<file path="src/rtl/row_frame_buffer.sv">
// Double-buffered row store: host fills the back bank, and a commit
// swaps banks only at the frame wrap so the display never tears.
module row_frame_buffer #(
    parameter int NUM_ROWS = 4,
    parameter int PTR_BITS = $clog2(NUM_ROWS),
    parameter int NUM_COLS = 8
) (
    input  logic                clk,
    input  logic                reset,
    input  logic [PTR_BITS-1:0] row_ptr,
    input  logic                wr_valid,
    output logic                wr_ready,
    input  logic [PTR_BITS-1:0] wr_row,
    input  logic [NUM_COLS-1:0] wr_data,
    input  logic                commit_valid,
    output logic                commit_ready,
    output logic                swap_done,
    output logic [NUM_ROWS-1:0] row_sel,
    output logic [NUM_COLS-1:0] col_data,
    output logic                frame_start
);

    typedef enum logic {
        OPEN    = 1'b0,
        PENDING = 1'b1
    } state_t;

    typedef logic [1:0][NUM_ROWS-1:0][NUM_COLS-1:0] banks_t;

    state_t                state_q, state_d;
    logic                  front_sel_q, front_sel_d;
    banks_t                bank_q, bank_d;
    logic                  swap_done_q, swap_done_d;
    logic [NUM_ROWS-1:0]   row_sel_q, row_sel_d;
    logic [NUM_COLS-1:0]   col_data_q, col_data_d;
    logic                  frame_start_q, frame_start_d;

    logic back_sel;
    logic last_row;

    assign back_sel = ~front_sel_q;
    assign last_row = (row_ptr == PTR_BITS'(NUM_ROWS - 1));

    assign wr_ready     = (state_q == OPEN);
    assign commit_ready = (state_q == OPEN);

    always_comb begin
        state_d     = state_q;
        front_sel_d = front_sel_q;
        bank_d      = bank_q;
        swap_done_d = 1'b0;
        unique case (state_q)
            OPEN: begin
                // A write landing with the commit is part of the swapped frame
                if (wr_valid) begin
                    bank_d[back_sel][wr_row] = wr_data;
                end
                if (commit_valid) begin
                    state_d = PENDING;
                end
            end
            PENDING: begin
                if (last_row) begin
                    front_sel_d = back_sel;
                    swap_done_d = 1'b1;
                    state_d     = OPEN;
                end
            end
            default: state_d = OPEN;
        endcase
    end

    // Read uses the pre-edge front bank, so the last row still shows the old frame
    always_comb begin
        row_sel_d     = NUM_ROWS'(1) << row_ptr;
        col_data_d    = bank_q[front_sel_q][row_ptr];
        frame_start_d = (row_ptr == '0);
    end

    always_ff @(posedge clk or posedge reset) begin
        if (reset) begin
            state_q       <= OPEN;
            front_sel_q   <= 1'b0;
            bank_q        <= '0;
            swap_done_q   <= 1'b0;
            row_sel_q     <= '0;
            col_data_q    <= '0;
            frame_start_q <= 1'b0;
        end else begin
            state_q       <= state_d;
            front_sel_q   <= front_sel_d;
            bank_q        <= bank_d;
            swap_done_q   <= swap_done_d;
            row_sel_q     <= row_sel_d;
            col_data_q    <= col_data_d;
            frame_start_q <= frame_start_d;
        end
    end

    assign swap_done   = swap_done_q;
    assign row_sel     = row_sel_q;
    assign col_data    = col_data_q;
    assign frame_start = frame_start_q;

endmodule

</file>
<file path="config.mk">
export PLATFORM = sky130hd
export DESIGN_NAME = row_frame_buffer
export DESIGN_NICKNAME = d
export VERILOG_FILES = /design/src/rtl/row_frame_buffer.sv
export SDC_FILE = /design/constraint.sdc
export NUM_CORES = 1
export LEC_CHECK = 0
export BUFFER_PORTS_ARGS = -buffer_cell sky130_fd_sc_hd__buf_2
export CORE_AREA = 2 2 97 99
export CTS_CLUSTER_DIAMETER = 200
export DETAILED_ROUTE_END_ITERATION = 16
export DIE_AREA = 0 0 99 101
export PLACE_DENSITY = 0.6
export RECOVER_POWER = 25
export SYNTH_ARGS = -nofsm -noshare
export SYNTH_HDL_FRONTEND = slang
export SYNTH_SLANG_ARGS = --single-unit
</file>
<file path="constraint.sdc">
create_clock -name clk -period 5.8 [get_ports clk]
set_clock_uncertainty 0.05 [all_clocks]
set_input_delay 0.87 -clock clk [delete_from_list [all_inputs] [get_ports clk]]
set_output_delay 0.87 -clock clk [all_outputs]
set_load 0.005 [all_outputs]
</file>
==> results.py, run 1 <==
metrics = {
    "global_routing": {
        "antenna_found_initial": 0,
        "track_usage_pct": 13.91,
        "met2_usage_pct": 21.47,
        "gr-usage-met3_pct": 2.635,
        "use_met1_pct": 18.86,
        "grt_pass1_wl_um": 10280,
        "busiest_layer": "met2",
        "grt_start_max_net_pins": 80,
        "grt_overflow": 0,
        "grt_pass1_vias": 1894,
    },
    "detailed_routing": {
        "via_per_inst": 5.060,
        "vias": 1847,
        "drc": 0,
        "drt_wl_total_um": 6371,
        "drt_pass1_iterations": 4,
        "dr.first_iter.drc_count": 55,
        "wl_per_cell_um": 17.45,
        "antenna_left": 0,
    },
    "sta": {
        "final_hold_viol_count": 0,
        "slew-limit-headroom_pct": 3.063,
        "finalCritPeriodShare_pct": 42.95,
        "max_slew.worst_pin.slew_ps": 1454,
        "fmax_ghz": 0.4015,
        "finalSetupViolCount": 0,
        "final_max_slew_viol_count": 0,
        "min_period_ps": 2491,
        "rsz0062_at_grt": "false",
        "setup_tns_ps": 0,
    },
    "placement": {
        "dpl.hpwl_um": 3924,
        "dp_cells": 349,
        "port_buffers": 31,
        "gp_congestion": 0.6350,
    },
    "synthesis": {
        "yosysWarningCount": 0,
        "synth.ff_latch_count": 79,
        "synth.cell_area_um2": 3471,
        "ys_top_cells_by_area": "dfrtp_1 57%, mux2_2 18%, mux4_2 7.8%",
        "synth_area_per_cell_um2": 15.99,
        "synthCells": 217,
        "yosysTopAreaCell": "dfrtp_1",
        "synth_edf_count": 0,
        "synth-compound-area-share_pct": 0,
        "synth_adder_area_share_pct": 0,
        "synth_flop_cell": "dfrtp_1",
        "synth-async-reset-ratio_pct": 100.0,
        "synthMuxAreaShare_pct": 32.44,
        "ys_seq_area_share_pct": 56.96,
        "syn-num-nets": 233,
        "synth_top_family_by_area": "multiplexers",
        "ys_types": 22,
        "synth_top_area_share_pct": 56.96,
        "synth_xor_xnor_area_share_pct": 0.2523,
        "synth-simple-area-share_pct": 7.931,
    },
    "worst_setup_path": {
        "crit_end": "col_data[0]$_DFF_PP0_",
        "worst-path-max-fanout": 21,
        "crit_arrival_ps": 2680,
        "timing.rr.start": "front_sel_q$_DFFE_PP0P_",
        "worst_setup_path_startpoint": "row_ptr[0]",
        "ff2ff_setup_slack_ps": 3790,
        "required_ps": 5990,
        "cp-start-kind": "input port",
        "path_class": "input port to flop",
        "reg2regPathDepth": 4,
        "timing.rr.end": "bank_q[6]$_DFFE_PP0P_",
        "worst_setup_path_end_kind": "flop",
    },
    "hold_path": {
        "min_path_type": "flop to flop",
    },
    "cts": {
        "cts_tree": "built",
        "ctsHtreeMaxLevel": 3,
        "cts_setup_buffers": 0,
        "clk_latency_ps": 350,
        "clockBufferDepth": 2,
        "cts_root_buffer": "clkbuf_8",
        "cts_resized": 0,
        "cts_buffers": 9,
        "clkSinkCount": 79,
        "hold_buffers": 0,
        "clkTransAtPathRegs_ps": 80,
    },
    "cells_and_area": {
        "final_cell_mix": "79 x dfrtp_1, 56 x mux2_2, 30 x buf_2",
        "fin_cells": 365,
        "drive_above_1_share_pct": 51.97,
        "diodes": 0,
        "final_common_cell": "dfrtp_1",
        "nFillCells": 810,
        "num-nets-final": 265,
        "synthToLayoutAreaGrowth_pct": 12.40,
    },
    "pwr": {
        "ir_worst_vdd_mv": 0.1182,
        "leakage_uw": 0.001851,
        "power_density_nw_per_um2": 454.8,
    },
    "floorplan": {
        "die_x_um": 99,
        "rows": 35,
        "die_h_um": 101,
        "dieArea_um2": 9999,
        "start_util_pct": 38.66,
        "ioPinCount": 32,
        "core_area_um2": 8977,
    },
    "run": {
        "cap_violations": 0,
    },
    "status": {
        "outcome": "completed",
    },
}
-- power by group --
group | switching (uW) | internal (uW) | total [uW] | leakage, uW
clock network | 196 | 208 | 404 | 0.0000981
registers | 106 | 782 | 887 | 0.000994
logic | 165 | 318 | 483 | 0.000759
total | 466 | 1310 | 1770 | 0.00185
-- cells by family (layout without fill, tap and decap cells) --
family | after synthesis | in the layout
xor+xnor | 1 | 1
mux | 80 | 80
simple gates | 43 | 43
buf+inv | 14 | 51
flops | 79 | 79
-- cell usage after synthesis, types with 2 or more instances --
library cell	n
and3_1	2
buf_2	4
mux2_4	8
mux4_1	4
dfrtp_1	79
buf_6	2
buf_4	3
nor2_1	4
nand3b_2	2
nor3b_4	3
clkbuf_1	3
nand2b_1	8
inv_1	2
nand2_1	18
mux2_2	56
nor2b_1	2
mux4_2	12
-- through the flow --
stage	instance area (um2)	power [uW]	hold slack (ps)	setup slack, ps	utilization, %
2_1_floorplan	3471	1272	420.4	2857	-
3_3_place_gp	3705	1372	432.1	3458	41.27
3_5_place_dp	3705	1393	436.8	3412	41.27
4_1_cts	3902	1802	455.2	3747	43.47
5_1_grt	3901	1883	460.3	3119	43.46
6_report	3901	1774	450.7	3309	43.46
-- worst min-delay path by stage --
stage / from / endpoint / slack [ps] / depth (start not counted)
floorplan: bank_q[48]$_DFFE_PP0P_ / bank_q[48]$_DFFE_PP0P_ / 420 / 1
global placement: bank_q[49]$_DFFE_PP0P_ / bank_q[49]$_DFFE_PP0P_ / 430 / 1
detailed placement: bank_q[49]$_DFFE_PP0P_ / bank_q[49]$_DFFE_PP0P_ / 440 / 1
CTS: bank_q[49]$_DFFE_PP0P_ / bank_q[49]$_DFFE_PP0P_ / 460 / 1
global route: bank_q[49]$_DFFE_PP0P_ / bank_q[49]$_DFFE_PP0P_ / 460 / 1
finish: bank_q[49]$_DFFE_PP0P_ / bank_q[49]$_DFFE_PP0P_ / 450 / 1
-- registers in the layout (all words and copies together), names as in the netlist --
signal,count
swap_done,1
state_q,1
front_sel_q,1
bank_q,64
row_sel,4
col_data,8
-- critical path, cell delays in order --
cell and delay, ps:
clkbuf_1 1030, mux4_2 630, nand2b_1 80, nand2_1 50
-- metal layers --
layer  up-vias  wire, um
li1        843         -
met1       964      2961
met2        30      3091
met3        10       192
met4         0       127
met5         -         0
-- area by class of cell --
cell class	count	area (um2)	share of cell area [%]
repair buffers	33	168.9	4.330
clock inverters	6	60.06	1.539
inverters	2	8.758	0.2245
flip-flops and latches	79	1977	50.67
well taps	111	138.9	3.560
clock buffers	10	137.6	3.528
multi-input cells	124	1410	36.14
Note: power is estimated with default switching activity, not from simulation.
==> run 2: changes to the inputs <==
--- a/config.mk
+++ b/config.mk
@@ -5,12 +5,13 @@
 export SDC_FILE = /design/constraint.sdc
 export NUM_CORES = 1
 export LEC_CHECK = 0
+export ABC_AREA = 1
 export BUFFER_PORTS_ARGS = -buffer_cell sky130_fd_sc_hd__buf_2
-export CORE_AREA = 2 2 97 99
+export CORE_AREA = 2 2 102 104
 export CTS_CLUSTER_DIAMETER = 200
 export DETAILED_ROUTE_END_ITERATION = 16
-export DIE_AREA = 0 0 99 101
-export PLACE_DENSITY = 0.6
+export DIE_AREA = 0 0 104 106
+export PLACE_DENSITY = 0.62
 export RECOVER_POWER = 25
 export SYNTH_ARGS = -nofsm -noshare
 export SYNTH_HDL_FRONTEND = slang
==> constraint.sdc (replaced) <==
create_clock -name clk -period 2.27 [get_ports clk]
set_clock_uncertainty 0.05 [all_clocks]
set_input_delay 0.3405 -clock clk [delete_from_list [all_inputs] [get_ports clk]]
set_output_delay 0.3405 -clock clk [all_outputs]
set_load 0.005 [all_outputs]
==> run 2 against run 1 <==
  * Highest routed layer unchanged
  * Synthesized cell count grew 150%
  * Sequential share of layout area fell by 5.6 points
  * Worst hold slack got worse by 410 ps
  * Via count is 70% higher
  * Non-clock buffer count is 2 higher
  * Register-to-register slack lost 3000 ps
  * Combinational power grew to 3.4 times the previous value
  * Cell area rose by 12%
  * Sequential power rose to 2.6 times the previous value
  * First-iteration DRC count grew to 2.7 times the previous value
  * Wire length rose by 48%
  * Core utilization increased by 0.37 points
==> results.py, run 2 <==
metrics = {
    "sta": {
        "setup_tns_ps": 0,
        "final_max_slew_viol_count": 0,
        "min_period_ps": 1460,
        "slew-limit-headroom_pct": 69.76,
        "rsz0062_at_grt": "false",
        "fmax_ghz": 0.6851,
        "final_hold_viol_count": 0,
        "max_slew.worst_pin.slew_ps": 453.6,
        "finalSetupViolCount": 0,
        "finalCritPeriodShare_pct": 64.30,
    },
    "floorplan": {
        "rows": 37,
        "start_util_pct": 38.65,
        "dieArea_um2": 11020,
        "die_x_um": 104,
        "core_area_um2": 10000,
        "ioPinCount": 32,
        "die_h_um": 106,
    },
    "global_routing": {
        "antenna_found_initial": 0,
        "grt_overflow": 0,
        "grt_pass1_vias": 3160,
        "grt_start_max_net_pins": 80,
        "grt_pass1_wl_um": 15510,
        "track_usage_pct": 18.38,
    },
    "cts": {
        "hold_buffers": 0,
        "cts_tree": "built",
        "cts_resized": 0,
        "cts_root_buffer": "clkbuf_8",
        "clkTransAtPathRegs_ps": 80,
        "ctsHtreeMaxLevel": 3,
        "clk_latency_ps": 350,
        "clockBufferDepth": 2,
        "clkSinkCount": 79,
        "cts_buffers": 9,
        "cts_setup_buffers": 0,
    },
    "cells_and_area": {
        "synthToLayoutAreaGrowth_pct": 13.40,
        "diodes": 0,
        "fin_cells": 703,
        "largest_reg_flops": 64,
        "final_common_cell": "nand2_1",
        "final_cell_mix": "283 x nand2_1, 83 x inv_1, 79 x dfrtp_1",
        "drive_above_1_share_pct": 13.40,
        "num-nets-final": 578,
        "largest_register": "bank_q",
    },
    "worst_setup_path": {
        "max_stage_delay_ps": 410,
        "timing.rr.start": "front_sel_q$_DFFE_PP0P_",
        "cp_cell_sequence": "buf_4, nand2_1, nor2_2, nand2_1, nand2_1",
        "worst-path-max-fanout": 19,
        "cp-start-kind": "flop",
        "path_class": "flop to flop",
        "crit_arrival_ps": 1700,
        "ff2ff_setup_slack_ps": 810,
        "cp_slowest_cell": "dfrtp_1",
        "crit_family": "simple AND/OR/NAND/NOR gates",
        "reg2regPathDepth": 5,
        "worst_setup_path_startpoint": "front_sel_q$_DFFE_PP0P_",
        "path_buf_inv": 1,
        "required_ps": 2510,
        "crit_top_cell": "nand2_1",
        "timing.rr.end": "bank_q[23]$_DFFE_PP0P_",
        "worst_setup_path_end_kind": "flop",
    },
    "synthesis": {
        "syn-num-nets": 550,
        "synth_area_per_cell_um2": 7.238,
        "synth_top_area_share_pct": 51.15,
        "ys_seq_area_share_pct": 51.15,
        "yosysWarningCount": 0,
        "ys_types": 17,
        "synth.cell_area_um2": 3865,
        "ys_top_cells_by_area": "dfrtp_1 51%, nand2_1 27%, inv_1 8.2%",
        "synth-async-reset-ratio_pct": 100.0,
        "synthMostInstantiatedCell": "nand2_1",
        "synth_edf_count": 0,
        "synth_flop_cell": "dfrtp_1",
        "synthCells": 534,
        "yosysTopAreaCell": "dfrtp_1",
        "ys_top_cells_by_count": "283 x nand2_1, 84 x inv_1, 79 x dfrtp_1",
        "synth.ff_latch_count": 79,
    },
    "hold_path": {
        "min_path_type": "input port to async pin",
    },
    "placement": {
        "dp_cells": 687,
        "dpl.hpwl_um": 6395,
        "gp_congestion": 0.8072,
        "port_buffers": 31,
    },
    "pwr": {
        "ir_worst_vdd_mv": 0.3838,
        "power_density_nw_per_um2": 1187,
        "leakage_uw": 0.002537,
    },
    "detailed_routing": {
        "drt_wl_total_um": 9417,
        "drt_pass1_iterations": 4,
        "wl_per_cell_um": 13.40,
        "antenna_left": 0,
        "dr.first_iter.drc_count": 151,
        "vias": 3146,
        "drc": 0,
        "via_per_inst": 4.475,
    },
    "run": {
        "cap_violations": 0,
    },
    "status": {
        "outcome": "completed",
    },
}
-- run 2: cells by family (layout without fill, tap and decap cells) --
family | count (synthesis) | in the layout | share of synthesized area, %
buffers and inverters | 109 | 142 | 11.33
DFF | 79 | 79 | 51.15
xor gates and xnor gates | 1 | 1 | 0.2267
and+or+nand+nor | 345 | 345 | 37.29
-- run 2: per-stage QoR --
stage | cell area, um2 | hold slack [ps] | utilization (%) | setup slack (ps) | power, uW
finish | 4383 | 38.98 | 43.83 | 810.4 | 5203
global route | 4383 | 120.2 | 43.83 | 626.0 | 5636
CTS | 4385 | 71.78 | 43.86 | 801.6 | 5258
detailed placement | 4143 | 412.9 | 41.43 | 811.1 | 4001
global placement | 4143 | 406.9 | 41.43 | 828.9 | 3950
floorplan | 3869 | 391.3 | - | 983.6 | 3552
-- run 2: worst max-delay path by stage --
stage	endpoint	cells past startpoint
2_1_floorplan	bank_q[0]$_DFFE_PP0P_	1
3_3_place_gp	bank_q[20]$_DFFE_PP0P_	5
3_5_place_dp	bank_q[16]$_DFFE_PP0P_	5
4_1_cts	bank_q[16]$_DFFE_PP0P_	5
5_1_grt	bank_q[22]$_DFFE_PP0P_	5
6_report	bank_q[23]$_DFFE_PP0P_	5
-- run 2: layout make-up --
| type | instances | area (um2) |
|---|---|---|
| clock buffers | 14 | 182.7 |
| clock inverters | 2 | 60.06 |
| fillers | 1039 | 5617 |
| inverters | 91 | 345.3 |
| multi-input cells | 346 | 1450 |
| flip-flops and latches | 79 | 1977 |
| well taps | 136 | 170.2 |
| repair buffers | 35 | 197.7 |
-- run 2: power breakdown --
| group | internal (uW) | switching [uW] |
|---|---|---|
| registers | 2000 | 302 |
| logic | 610 | 1040 |
| clock network | 741 | 504 |
-- run 2: tightest hold or removal path: cells and delay by family --
family / cells / cell delay [ps]
buffers and inverters: 3 / 510
-- run 2: per-layer routing --
layer / share of wire, % / track usage (%) / vias up
li1: - / - / 1597
met1: 45 / 21.92 / 1477
met2: 49 / 32.33 / 52
met3: 3.3 / 3.188 / 20
met4: 3.0 / 8.687 / 0
met5: 0 / 0 / -
